==> config.mk <==
export PLATFORM = sky130hd
export DESIGN_NAME = bitmanip_wb_buffer
export DESIGN_NICKNAME = d
export VERILOG_FILES = /design/src/rtl/bitmanip_wb_buffer.sv
export SDC_FILE = /design/constraint.sdc
export NUM_CORES = 1
export LEC_CHECK = 0
export ABC_AREA = 1
export CAP_MARGIN = 30
export CORE_UTILIZATION = 50
export CTS_BUF_LIST = sky130_fd_sc_hd__clkbuf_4
export CTS_CLUSTER_DIAMETER = 50
export CTS_CLUSTER_SIZE = 28
export DETAILED_ROUTE_END_ITERATION = 16
export GPL_TIMING_DRIVEN = 0
export PLACE_DENSITY = 0.8
export SLEW_MARGIN = 20
export SYNTH_ARGS = -nofsm -noshare
export SYNTH_HDL_FRONTEND = slang
export SYNTH_SLANG_ARGS = --single-unit
==> constraint.sdc <==
create_clock -name clk_i -period 1.78 [get_ports clk_i]
set_input_delay 0.178 -clock clk_i [delete_from_list [all_inputs] [get_ports clk_i]]
set_output_delay 0.178 -clock clk_i [all_outputs]
set_load 0.05 [all_outputs]
==> src/rtl/bitmanip_wb_buffer.sv <==
// Result buffer between the bitmanip unit and the shared writeback port.
// Holds completed results (with transaction ID and exception flag) in an
// in-order FIFO and offers the oldest one to writeback with valid/ready.
//
// Ports:
//   clk_i, rst_ni        clock, asynchronous active-low reset
//   flush_i              drop everything buffered and anything arriving this cycle
//   in_valid_i/in_ready_o, in_result_i, in_trans_id_i, in_ex_valid_i
//                        result intake from the bitmanip unit
//   wb_valid_o/wb_ready_i, wb_result_o, wb_trans_id_o, wb_ex_valid_o
//                        head entry toward writeback
//   count_o              current occupancy
module bitmanip_wb_buffer #(
  parameter int unsigned DEPTH         = 2,
  parameter int unsigned TRANS_ID_BITS = 3,
  parameter int unsigned XLEN          = 64
) (
  input  logic                       clk_i,
  input  logic                       rst_ni,
  input  logic                       flush_i,
  input  logic                       in_valid_i,
  output logic                       in_ready_o,
  input  logic [XLEN-1:0]            in_result_i,
  input  logic [TRANS_ID_BITS-1:0]   in_trans_id_i,
  input  logic                       in_ex_valid_i,
  output logic                       wb_valid_o,
  input  logic                       wb_ready_i,
  output logic [XLEN-1:0]            wb_result_o,
  output logic [TRANS_ID_BITS-1:0]   wb_trans_id_o,
  output logic                       wb_ex_valid_o,
  output logic [$clog2(DEPTH+1)-1:0] count_o
);

  localparam int unsigned PTR_W = $clog2(DEPTH);
  localparam int unsigned CNT_W = $clog2(DEPTH + 1);

  logic [XLEN-1:0]          result_q [DEPTH];
  logic [TRANS_ID_BITS-1:0] id_q     [DEPTH];
  logic                     ex_q     [DEPTH];

  logic [PTR_W-1:0] rd_ptr_q;
  logic [PTR_W-1:0] wr_ptr_q;
  logic [CNT_W-1:0] count_q;

  logic push;
  logic pop;

  // Handshake qualification; flush suppresses both sides.
  assign in_ready_o = (count_q != CNT_W'(DEPTH));
  assign wb_valid_o = (count_q != CNT_W'(0));
  assign push       = in_valid_i & in_ready_o & ~flush_i;
  assign pop        = wb_valid_o & wb_ready_i & ~flush_i;
  assign count_o    = count_q;

  // Head entry, zeroed when empty so stale storage never leaks out.
  assign wb_result_o   = wb_valid_o ? result_q[rd_ptr_q] : '0;
  assign wb_trans_id_o = wb_valid_o ? id_q[rd_ptr_q]     : '0;
  assign wb_ex_valid_o = wb_valid_o ? ex_q[rd_ptr_q]     : 1'b0;

  // Entry storage.
  always_ff @(posedge clk_i or negedge rst_ni) begin
    if (!rst_ni) begin
      for (int i = 0; i < int'(DEPTH); i++) begin
        result_q[i] <= '0;
        id_q[i]     <= '0;
        ex_q[i]     <= 1'b0;
      end
    end else if (push) begin
      result_q[wr_ptr_q] <= in_result_i;
      id_q[wr_ptr_q]     <= in_trans_id_i;
      ex_q[wr_ptr_q]     <= in_ex_valid_i;
    end
  end

  // Pointers and occupancy; full/empty are told apart by count, pointers wrap.
  always_ff @(posedge clk_i or negedge rst_ni) begin
    if (!rst_ni) begin
      rd_ptr_q <= '0;
      wr_ptr_q <= '0;
      count_q  <= '0;
    end else if (flush_i) begin
      rd_ptr_q <= '0;
      wr_ptr_q <= '0;
      count_q  <= '0;
    end else begin
      if (push) wr_ptr_q <= wr_ptr_q + PTR_W'(1);
      if (pop)  rd_ptr_q <= rd_ptr_q + PTR_W'(1);
      case ({push, pop})
        2'b10:   count_q <= count_q + CNT_W'(1);
        2'b01:   count_q <= count_q - CNT_W'(1);
        default: count_q <= count_q;
      endcase
    end
  end

  // Occupancy sanity.
  a_no_push_full: assert property (@(posedge clk_i) disable iff (!rst_ni)
    !(push && (count_q == CNT_W'(DEPTH))));
  a_no_pop_empty: assert property (@(posedge clk_i) disable iff (!rst_ni)
    !(pop && (count_q == CNT_W'(0))));
  a_count_bound:  assert property (@(posedge clk_i) disable iff (!rst_ni)
    (count_q <= CNT_W'(DEPTH)));

endmodule

* After elaboration in Yosys (flattened, before gate mapping)
Cells that the tools add are included.
Word-level totals: register bits 140, latch bits 0, RAM bits 0, memory bits (read-only) 0, input bits 73, output and inout bits 72, logic and storage cells 58, memories 0
Cells by class: add/sub/neg operators 4, $mul 0, divide/modulo/power cells 0, magnitude comparators 3, equal/unequal tests 3, shift operators 0, multiplexer cells 27, bitwise operators 7, reductions and logical operators 5
Operators by type and width (count):
- 2-to-1 mux 64 bit | 5
- bitwise mux 128 bit | 1
- demux 64 bit (select 1 bit) | 1
- 2-to-1 mux 3 bit | 5
- 2-to-1 mux 1 bit | 9
- bitwise mux 6 bit | 1
- nonzero test 2 bit | 3
- bitwise AND 1 bit | 4
- greater-or-equal comparator 2 bit (second input constant) | 2
- NOT 1 -> 2 bit | 2
- one-hot mux 2 bit (2 select lines) | 1
- demux 3 bit (select 1 bit) | 1
- nonzero test 3 bit | 1
- adder 1 bit (second input constant) | 2
- adder 2 x 1 -> 2 bit (second input constant) | 1
- bitwise mux 2 bit | 1
- equality test 2 x 1 -> 1 bit (second input constant) | 1
- equality test 2 bit (second input constant) | 1
- less-than comparator 2 x 1 -> 1 bit (second input constant) | 1
- 2-to-1 mux 2 bit | 1
- != test 2 bit (second input constant) | 1
- subtractor 2 x 1 -> 2 bit (second input constant) | 1
- demux 1 bit (select 1 bit) | 1
- logical AND 1 bit | 1
- NOT 1 bit | 1

* Depth between registers and ports, before layout
Gate-level depths: netlist (run 1).
depth after elaboration 6, mapped depth 10, depth with buffers taken out 9

* Worst setup path after synthesis (run 1)
Ideal clock, no wire load.
path type register -> output, from register count_q[1] (netlist: count_o[1]), to output wb_result_o[31], arrival time 2009 ps, required time 1602 ps, slack -407 ps, stages on the path, launching flop included 5, path buffers 2, cell sequence dfrtp_1 > nor2_1 > buf_2 > buf_2 > a21oi_1
On the way: cells in the longest elaborated chain, start to end 2
Ends and longest elaborated chain:
- start, declared | RTL line 43 | logic [CNT_W-1:0] count_q;
- start signal, assigned | RTL line 89 | 2'b10: count_q <= count_q + CNT_W'(1);
- start signal, assigned | RTL line 90 | 2'b01: count_q <= count_q - CNT_W'(1);
- start signal, assigned | RTL line 91 | default: count_q <= count_q;
- nonzero test 2 bit | RTL line 50 | assign wb_valid_o = (count_q != CNT_W'(0));
- 2-to-1 mux 64 bit | RTL line 56 | assign wb_result_o = wb_valid_o ? result_q[rd_ptr_q] : '0;
- end, declared | RTL line 28 | output logic [XLEN-1:0] wb_result_o,
No other way between the ends.

* Worst setup path after layout (run 1)
from register count_q[0] (netlist: count_o[0]), to output wb_result_o[38]
Same word-level chain as after synthesis.

==> flow_summary.json, run 1 <==
{
  "vias_per_cell": 5.18,
  "io_pins": 145,
  "setup_violations": 72,
  "final_antenna_net_count": 0,
  "syn_to_final_growth_pct": 49.2,
  "drive_above_1_share_pct": 28.5,
  "grt_max_degree": 74,
  "ir_drop_uv": 1100,
  "ys_types": 18,
  "clk_latency_ps": 530,
  "end_kind": "output port",
  "min_period_over_period_pct": 110,
  "criticalPathCategory": "flop to output port",
  "r2r_slack_ps": -10,
  "maxCapViolations": 0,
  "regToRegEndpoint": "result_q[44]",
  "fp.dieW_um": 114,
  "r2r-start": "count_o[1]",
  "drc": 0,
  "first_global_vias": 5756,
  "fin_ws_ps": -169,
  "finalHoldViolCount": 0,
  "skew_ps": 12.0,
  "hpwl_um": 10700,
  "die_h_um": 114,
  "max_freq_mhz": 513,
  "core_um2": 12100,
  "vias": 5888,
  "hold_class": "input pin to async pin",
  "violations": "setup timing",
  "multi_input_area_um2": 2680,
  "cts_tree": "yes",
  "async_flop_share_pct": 100,
  "drt_iter0_drc": 471,
  "netlist_top_cells_area": "dfrtp_1 (56%), nand2_1 (17%), o21ai_0 (7.9%)",
  "synth_area_leader_cell": "dfrtp_1",
  "grt_use_total_pct": 27.5,
  "rsz0062_at_grt": "true",
  "total_power_w": 0.0178,
  "startpoint_type": "flop",
  "wire_per_inst_um": 15.8,
  "rows": 40,
  "synth_area_um2": 6240,
  "pwr-share-seq_pct": 30.9,
  "synth_fp_nets": 845,
  "yosysWarnings": 0,
  "fin_crit_ps": 1950,
  "clock_path_buffers": 2,
  "reg2regPathDepth": 10,
  "critPathRequiredTime_ps": 1600,
  "cp.arrival_ps": 1770,
  "fill_cells": 872,
  "gp_congestion": 0.801,
  "synthCells": 772,
  "slew_headroom_pct": 66.3,
  "cts_htree_levels": 4,
  "fin_cells": 1137,
  "register_area_um2": 3510,
  "start_util_pct": 51.5,
  "cts.sinks": 140,
  "slowest_delay_ps": 460,
  "yosys-top-cells-count": "nand2_1 (287), dfrtp_1 (140), o21ai_0 (99)",
  "portBuffers": 144,
  "power_density_nw_per_um2": 1910,
  "worst-path-max-fanout": 7,
  "pwr-share-clk_pct": 12.6,
  "grt_pass1_wl_um": 27700,
  "worstPathCellList": "nor2_4, buf_12, clkbuf_16, a21oi_2, buf_6",
  "yosysTopAreaCellShare_pct": 56.2,
  "overflow": 0,
  "ys.flop_type": "dfrtp_1",
  "combPwrFrac_pct": 56.5,
  "ys_seq_elements": 140,
  "p_switching_w": 0.00823,
  "fin_nets": 1030,
  "antenna_found_initial": 0,
  "clk_pin_slew_ps": 110,
  "dieArea_um2": 12900,
  "cts_buffers": 17,
  "num_antenna_cells": 0,
  "setup-tns-final_ps": -8270,
  "p_sw_share_pct": 46.3,
  "synth_most_common_cell": "nand2_1",
  "tightestPinTransition_ps": 505,
  "p_int_w": 0.00954,
  "synth_edf_count": 0,
  "cts-root-buf": "clkbuf_4",
  "routed_wl_um": 17900,
  "dr.pass1.iters": 5,
  "crit_path_top_delay_cell": "dfrtp_2",
  "slew_violations": 0,
  "synth_area_per_cell_um2": 8.08,
  "status": "finished, violations left",
  "p_leak_nw": 4.45,
  "dp_cells": 1085,
  "ys_seq_area_share_pct": 56.2
}
==> how the worst max path moves through the flow <==
stage	start	end	slack (ps)	cells after the start
floorplan	count_o[1]	wb_result_o[0]	-80	3
global placement	rst_ni	count_o[1]	-5290	1
detailed placement	count_o[1]	wb_result_o[37]	-790	5
CTS	rd_ptr_q	wb_result_o[54]	-230	6
global route	count_o[0]	wb_result_o[38]	-240	5
finish	count_o[0]	wb_result_o[38]	-170	5
==> power groups by stage <==
stage | logic, W | clock network, W | registers, W
2_1_floorplan | 0.00553 | 0 | 0.00530
3_3_place_gp | 0.00795 | 0 | 0.00534
3_5_place_dp | 0.00806 | 0 | 0.00539
4_1_cts | 0.00906 | 0.00227 | 0.00538
5_1_grt | 0.0106 | 0.00243 | 0.00564
6_report | 0.0100 | 0.00224 | 0.00549
==> state kept, by name, indices dropped and copies added, names as in the netlist <==
signal	cells
wr_ptr_q	1
result_q	128
rd_ptr_q	1
id_q	6
ex_q	2
count_o	2
==> final cells by class <==
class                      count  share of cell area, %
buffer                        51                   5.69
clock buffer                  18                   1.45
clock inverter                13                   1.88
inverter                      77                   3.27
multi-input combinational    505                   28.8
sequential                   140                   37.7
tap                          168                   2.26
timing repair buffer         165                   19.0
==> metal layers <==
metal | share of wire, % | vias to the layer above | routed length (um) | track usage [%]
li1 | - | 2813 | - | -
met1 | 42 | 2831 | 7480 | 36.4
met2 | 50 | 211 | 9030 | 45.9
met3 | 5.4 | 33 | 973 | 3.83
met4 | 2.5 | 0 | 440 | 11.3
met5 | 0 | - | 0 | 0
==> through the flow <==
step	setup slack [ps]	hold WS (ps)	util, %	cell area, um^2
4_1_cts	-231	159	72.7	8800
3_3_place_gp	-5290	465	66.2	8020
6_report	-169	192	76.8	9310
2_1_floorplan	-80.2	-118	-	6370
5_1_grt	-238	187	76.8	9310
3_5_place_dp	-793	161	66.5	8050
==> cell families (layout without fill, tap and decap cells) <==
kind of cell | after synthesis | after routing | synth area share [%]
AO/OA/AOI/OAI | 208 | 208 | 16.7
AND/OR/NAND/NOR | 296 | 297 | 18.4
buffers and inverters | 128 | 324 | 8.76
flip-flops | 140 | 140 | 56.2
==> repair_timing <==
action,in CTS,in global routing
hold buffers,1,0
pin swaps,10,7
setup endpoints to repair,72,107
cloned,3,4
gates resized for setup,560,144
hold endpoints to repair,67,0
buffers inserted,7,6
==> critical path, delay by kind of cell (launching register included) <==
family | cells | cell delay [ps]
simple gates | 1 | 240
flops | 1 | 460
compound gates | 1 | 40
buf+inv | 3 | 510
==> placed cells by master (no fill, tap or decap), drive strengths merged <==
cell,n
clkinvlp,4
clkdlybuf4s15,1
clkdlybuf4s50,71
clkinv,6
nand2,289
buf,123
dfrtp,140
nor2,2
nand3b,1
clkbuf,38
bufinv,4
o21ai,138
a21oi,70
nand3,5
inv,76
dlygate4sd3,1
Power figures use the tool's default switching activity.
==> inputs of run 2 (changes only) <==
- CAP_MARGIN: 30 -> 20
- CTS_BUF_LIST: sky130_fd_sc_hd__clkbuf_4 -> sky130_fd_sc_hd__clkbuf_16
==> run 2 against run 1 <==
The run still ends with setup timing left. Final cell count is 0.44% lower. Setup slack better by 130 ps. Clock skew shrank 7.3 ps. Sequential cell count did not move. Combinational power down 4%. First-iteration DRC count down 13%. Clock-buffer cell count decreased by 1. Utilization increased by 0.94 points. Maximum frequency is 7.0% higher. Critical path type unchanged. Largest cell class unchanged.
==> flow_summary.json, run 2 (same netlist as run 1, synthesis figures left out) <==
{
  "crit_top_cell": "buf_12",
  "fp.dieW_um": 114,
  "dr.pass1.iters": 5,
  "fin_crit_ps": 1820,
  "drive_above_1_share_pct": 24.7,
  "hpwl_um": 10700,
  "status": "finished, violations left",
  "num_antenna_cells": 0,
  "violations": "setup timing",
  "core_um2": 12100,
  "critPathRequiredTime_ps": 1600,
  "slew_headroom_pct": 64.7,
  "setup_violations": 29,
  "gp_congestion": 0.801,
  "fin_util_pct": 77.8,
  "wire_per_inst_um": 15.7,
  "highest_layer": "met4",
  "cts-root-buf": "clkbuf_16",
  "grt_max_degree": 74,
  "portBuffers": 144,
  "wl_met1_um": 7390,
  "fin_ws_ps": -42.0,
  "maxCapViolations": 0,
  "setup-tns-final_ps": -731,
  "worstPathCellList": "nor2_4, buf_12, buf_12, a21oi_2, buf_6",
  "dieArea_um2": 12900,
  "crit_path_top_delay_cell": "dfrtp_2",
  "startpoint_type": "flop",
  "reg_top3": "result_q: 128 flops, id_q: 6 flops",
  "largest_register_ffs": 128,
  "wl_met3_um": 1000,
  "layout_common_cells": "nand2_1 (265), dfrtp_1 (138), o21ai_0 (99)",
  "cts_tree": "yes",
  "fill_cells": 841,
  "ir_drop_uv": 1160,
  "routed_wl_um": 17700,
  "placed_area_um2": 8050,
  "overflow": 0,
  "power_density_nw_per_um2": 1990,
  "hold_class": "input pin to async pin",
  "cts_htree_levels": 4,
  "slew_violations": 0,
  "worst-path-max-fanout": 10,
  "multi_input_area_um2": 2580,
  "rows": 40,
  "die_h_um": 114,
  "p_leak_nw": 4.50,
  "end_kind": "output port",
  "drc": 0,
  "cts_buffers": 17,
  "first_global_vias": 5787,
  "start_util_pct": 51.5,
  "cp.arrival_ps": 1640,
  "finalHoldViolCount": 0,
  "grt_use_total_pct": 28.0,
  "slowest_delay_ps": 440,
  "drt_iter0_drc": 411,
  "vias_per_cell": 5.24,
  "criticalPathCategory": "flop to output port",
  "clock_path_buffers": 2,
  "total_power_w": 0.0188,
  "tightestPinTransition_ps": 529,
  "io_pins": 145,
  "register_area_um2": 3510,
  "clk_latency_ps": 420,
  "final_antenna_net_count": 0,
  "vias": 5929,
  "cts.sinks": 140,
  "min_period_over_period_pct": 102,
  "skew_ps": 4.74,
  "dr_wl_met2_um": 8900,
  "final_area_um2": 9420,
  "syn_to_final_growth_pct": 51.0,
  "crit_family": "buffers and inverters",
  "max_freq_mhz": 549,
  "regMostFlops": "result_q",
  "fin_nets": 1025,
  "rsz0062_at_grt": "true",
  "clk_pin_slew_ps": 60,
  "layout_commonest_cell": "nand2_1",
  "crit_buf_inv": 3,
  "antenna_found_initial": 0,
  "grt_pass1_wl_um": 27900
}
## run 2: cell count changes in the layout (fill, tap and decap cells not counted), moves of 6 or more
cell,change
clkbuf_4,-17
clkbuf_16,+16
nand2_1,+16
nand2_2,-11
clkbuf_1,+9
clkbuf_2,-6
## run 2: layer usage
| metal | track usage, % | vias up |
|---|---|---|
| met2 | 47.4 | 212 |
| li1 | - | 2804 |
| met5 | 0 | - |
| met1 | 36.1 | 2877 |
| met4 | 9.65 | 0 |
| met3 | 5.47 | 36 |
## run 2: final cells by class
class / instances / area share, %
sequential: 140 / 37.2
multi-input combinational: 505 / 27.4
timing repair buffer: 161 / 18.2
buffer: 50 / 5.29
clock buffer: 17 / 4.52
inverter: 77 / 3.23
tap: 168 / 2.23
clock inverter: 14 / 1.90
## run 2: worst paths after layout
check	cells past startpoint	endpoint	from	slack, ps
min	2	result_q[5]	rst_ni	320
min reg2reg	2	result_q[80]	result_q[80]	480
max in group asynchronous	3	result_q[104]	rst_ni	740
min in group clk_i	3	result_q[67]	in_result_i[3]	320
max reg2reg	8	result_q[54]	count_o[1]	80
max	5	wb_result_o[31]	count_o[0]	-40
## run 2: report_power, final
part           switching (W)  internal [W]
clock network        0.00132       0.00231
logic                0.00604       0.00360
registers           0.000857       0.00462
total                0.00822        0.0105
## run 2: timing repair
| item | 4_1_cts | 5_1_grt |
|---|---|---|
| gates resized for setup | 525 | 106 |
| pin swaps | 2 | 17 |
| endpoints found under the hold margin | 67 | 0 |
| cloned | 1 | 6 |
| buffers inserted | 6 | 3 |
| hold buffers | 1 | 0 |
| endpoints found under the setup margin | 72 | 107 |
## run 2: per-stage QoR
step / setup WS (ps) / cells / hold slack, ps
after global placement: -5290 / 1084 / 465
after floorplan: -80.2 / 772 / -118
after global routing: -82.2 / 1132 / 345
after CTS: -56.9 / 1124 / 314
after detailed placement: -793 / 1085 / 161
final: -42.0 / 1132 / 316
==> inputs of run 3 (changes only) <==
- ABC_AREA: 1 -> default
- REMOVE_ABC_BUFFERS: default -> 1
- SETUP_SLACK_MARGIN: default -> 0.02
==> run 3 against run 2 <==
Via count decreased by 22%. Synthesized cell count decreased by 40%. Routed wire length increased by 6.1%. Sequential share of layout area decreased by 2.3 points. Die area increased by 0.32%. Utilization increased by 5.1 points. Clock power increased by 5%. The run still ends with setup timing left.
==> flow_summary.json, run 3 <==
{
  "worstPathCellList": "buf_12, buf_16, mux2i_1, nor2_2, buf_6",
  "fill_cells": 616,
  "power_density_nw_per_um2": 1200,
  "ys_seq_elements": 140,
  "crit_path_top_delay_cell": "dfrtp_4",
  "cts_buffers": 17,
  "start_util_pct": 51.7,
  "routed_wl_um": 18800,
  "ys_seq_area_share_pct": 56.0,
  "grt_pass1_wl_um": 26200,
  "end_kind": "output port",
  "critPathRequiredTime_ps": 1600,
  "rows": 40,
  "maxCapViolations": 0,
  "cts_tree": "yes",
  "largest_register_ffs": 128,
  "core_um2": 12100,
  "min_period_over_period_pct": 107,
  "ir_drop_uv": 906,
  "drt_iter0_drc": 259,
  "first_global_vias": 4919,
  "startpoint_type": "flop",
  "die_h_um": 114,
  "synth_edf_count": 0,
  "hpwl_um": 9070,
  "synthCells": 463,
  "antenna_found_initial": 0,
  "synth_most_common_cell": "dfrtp_1",
  "synth_area_leader_cell": "dfrtp_1",
  "cts.sinks": 140,
  "yosysWarnings": 0,
  "regMostFlops": "result_q",
  "slowest_delay_ps": 500,
  "p_leak_nw": 4.47,
  "slew_headroom_pct": 57.0,
  "criticalPathCategory": "flop to output port",
  "yosysTopAreaCellShare_pct": 56.0,
  "dp_slack_ps": -1040,
  "vias": 4600,
  "hold_ws_ps": 301,
  "fin_crit_ps": 1910,
  "num_antenna_cells": 0,
  "grt_use_total_pct": 27.0,
  "ys_types": 23,
  "tightestPinTransition_ps": 645,
  "status": "finished, violations left",
  "grt_max_degree": 83,
  "overflow": 0,
  "worst-path-max-fanout": 10,
  "finalHoldViolCount": 0,
  "fin_cells": 851,
  "gp_congestion": 0.719,
  "clk_latency_ps": 420,
  "layout_commonest_cell": "dfrtp_1",
  "fin_util_pct": 82.9,
  "layout_common_cells": "dfrtp_1 (137), buf_6 (84), clkdlybuf4s50_1 (70)",
  "dp_cells": 763,
  "vias_per_cell": 5.41,
  "portBuffers": 144,
  "drc": 0,
  "rsz0062_at_grt": "true",
  "final_antenna_net_count": 0,
  "wire_per_inst_um": 22.1,
  "setup_violations": 100,
  "synth_area_um2": 6260,
  "yosys-top-cells-count": "dfrtp_1 (140), mux2_2 (116), nor2_1 (70)",
  "skew_ps": 10.9,
  "reg_top3": "result_q: 128 flops, id_q: 6 flops",
  "syn_to_final_growth_pct": 60.5,
  "cts_htree_levels": 4,
  "max_freq_mhz": 524,
  "async_flop_share_pct": 100,
  "clk_pin_slew_ps": 60,
  "fin_ws_ps": -129,
  "dr.pass1.iters": 4,
  "synth_area_per_cell_um2": 13.5,
  "drive_above_1_share_pct": 52.7,
  "cts-root-buf": "clkbuf_16",
  "netlist_top_cells_area": "dfrtp_1 (56%), mux2_2 (21%), mux2i_1 (11%)",
  "ys.flop_type": "dfrtp_1",
  "cp.arrival_ps": 1730,
  "clock_path_buffers": 2,
  "fin_nets": 743,
  "setup-tns-final_ps": -6020,
  "slew_violations": 0,
  "hold_class": "input pin to flop",
  "io_pins": 145,
  "dieArea_um2": 13000,
  "violations": "setup timing",
  "fp.dieW_um": 114
}
==> run 3: changes by cell type in the layout (fill, tap and decap cells not counted), moves of 39 or more <==
cell	change
inv_1	-73
nor2_2	+40
mux2_2	+61
o21ai_1	-39
mux2_4	+63
o21ai_0	-97
a21oi_2	-44
nand2_1	-265
mux2i_1	+60
==> run 3: cell families after synthesis <==
family,after synthesis,synth area share [%]
xor+xnor,1,0.140
simple gates,77,5.12
buf+inv,32,2.54
compound gates,8,0.720
flops,140,56.0
mux,205,35.5
==> run 3: layout make-up <==
| cell class | count | area, um^2 | share of cell area, % |
|---|---|---|---|
| Sequential cell | 140 | 3510 | 34.9 |
| Multi-Input combinational cell | 291 | 3020 | 30.1 |
| Timing Repair Buffer | 217 | 2660 | 26.5 |
| Clock buffer | 17 | 425 | 4.24 |
| Tap cell | 168 | 210 | 2.09 |
| Clock inverter | 15 | 204 | 2.03 |
| Inverter | 3 | 11.3 | 0.112 |
==> run 3: timing repair <==
action,CTS,global route
gates cloned,6,9
hold endpoints to repair,81,0
pin swaps,3,4
endpoints found under the setup margin,203,188
hold buffers,1,0
buffers inserted,31,15
resized for setup,581,80
==> run 3: path summary, 6_finish.rpt <==
kind | to | cells after the start | slack (ps) | from
setup / recovery | wb_result_o[13] | 5 | -130 | rd_ptr_q
hold / removal | count_o[0] | 3 | 300 | in_valid_i
setup reg to reg | result_q[35] | 7 | -50 | count_o[0]
hold reg to reg | id_q[3] | 1 | 480 | id_q[3]
max in group asynchronous | rd_ptr_q | 3 | 740 | rst_ni
min in group asynchronous | result_q[105] | 2 | 340 | rst_ni
==> run 3: power breakdown <==
group	switching, W	internal (W)
sequential	0.000485	0.00397
clock	0.00134	0.00246
combinational	0.00184	0.00193
total	0.00367	0.00836
==> run 3: per-stage QoR <==
stage / power [W] / instance area, um^2
after floorplan: 0.00627 / 6110
after global placement: 0.00713 / 7760
after detailed placement: 0.00727 / 8020
after CTS: 0.0116 / 9540
after global routing: 0.0125 / 10000
final: 0.0120 / 10000
==> run 3: critical path, delay by kind of cell (launching register included) <==
kind                   cells  cell delay [ps]
flip-flops                 1              500
buffers and inverters      3              500
AND/OR/NAND/NOR            1              160
multiplexers               1              150
==> run 3: metal layers <==
layer | routed length (um) | GRT usage (%) | up-vias
met1 | 7410 | 30.0 | 2370
met2 | 9780 | 48.6 | 159
met5 | 0 | 0 | -
li1 | - | - | 2029
met3 | 1130 | 8.40 | 42
met4 | 500 | 10.2 | 0
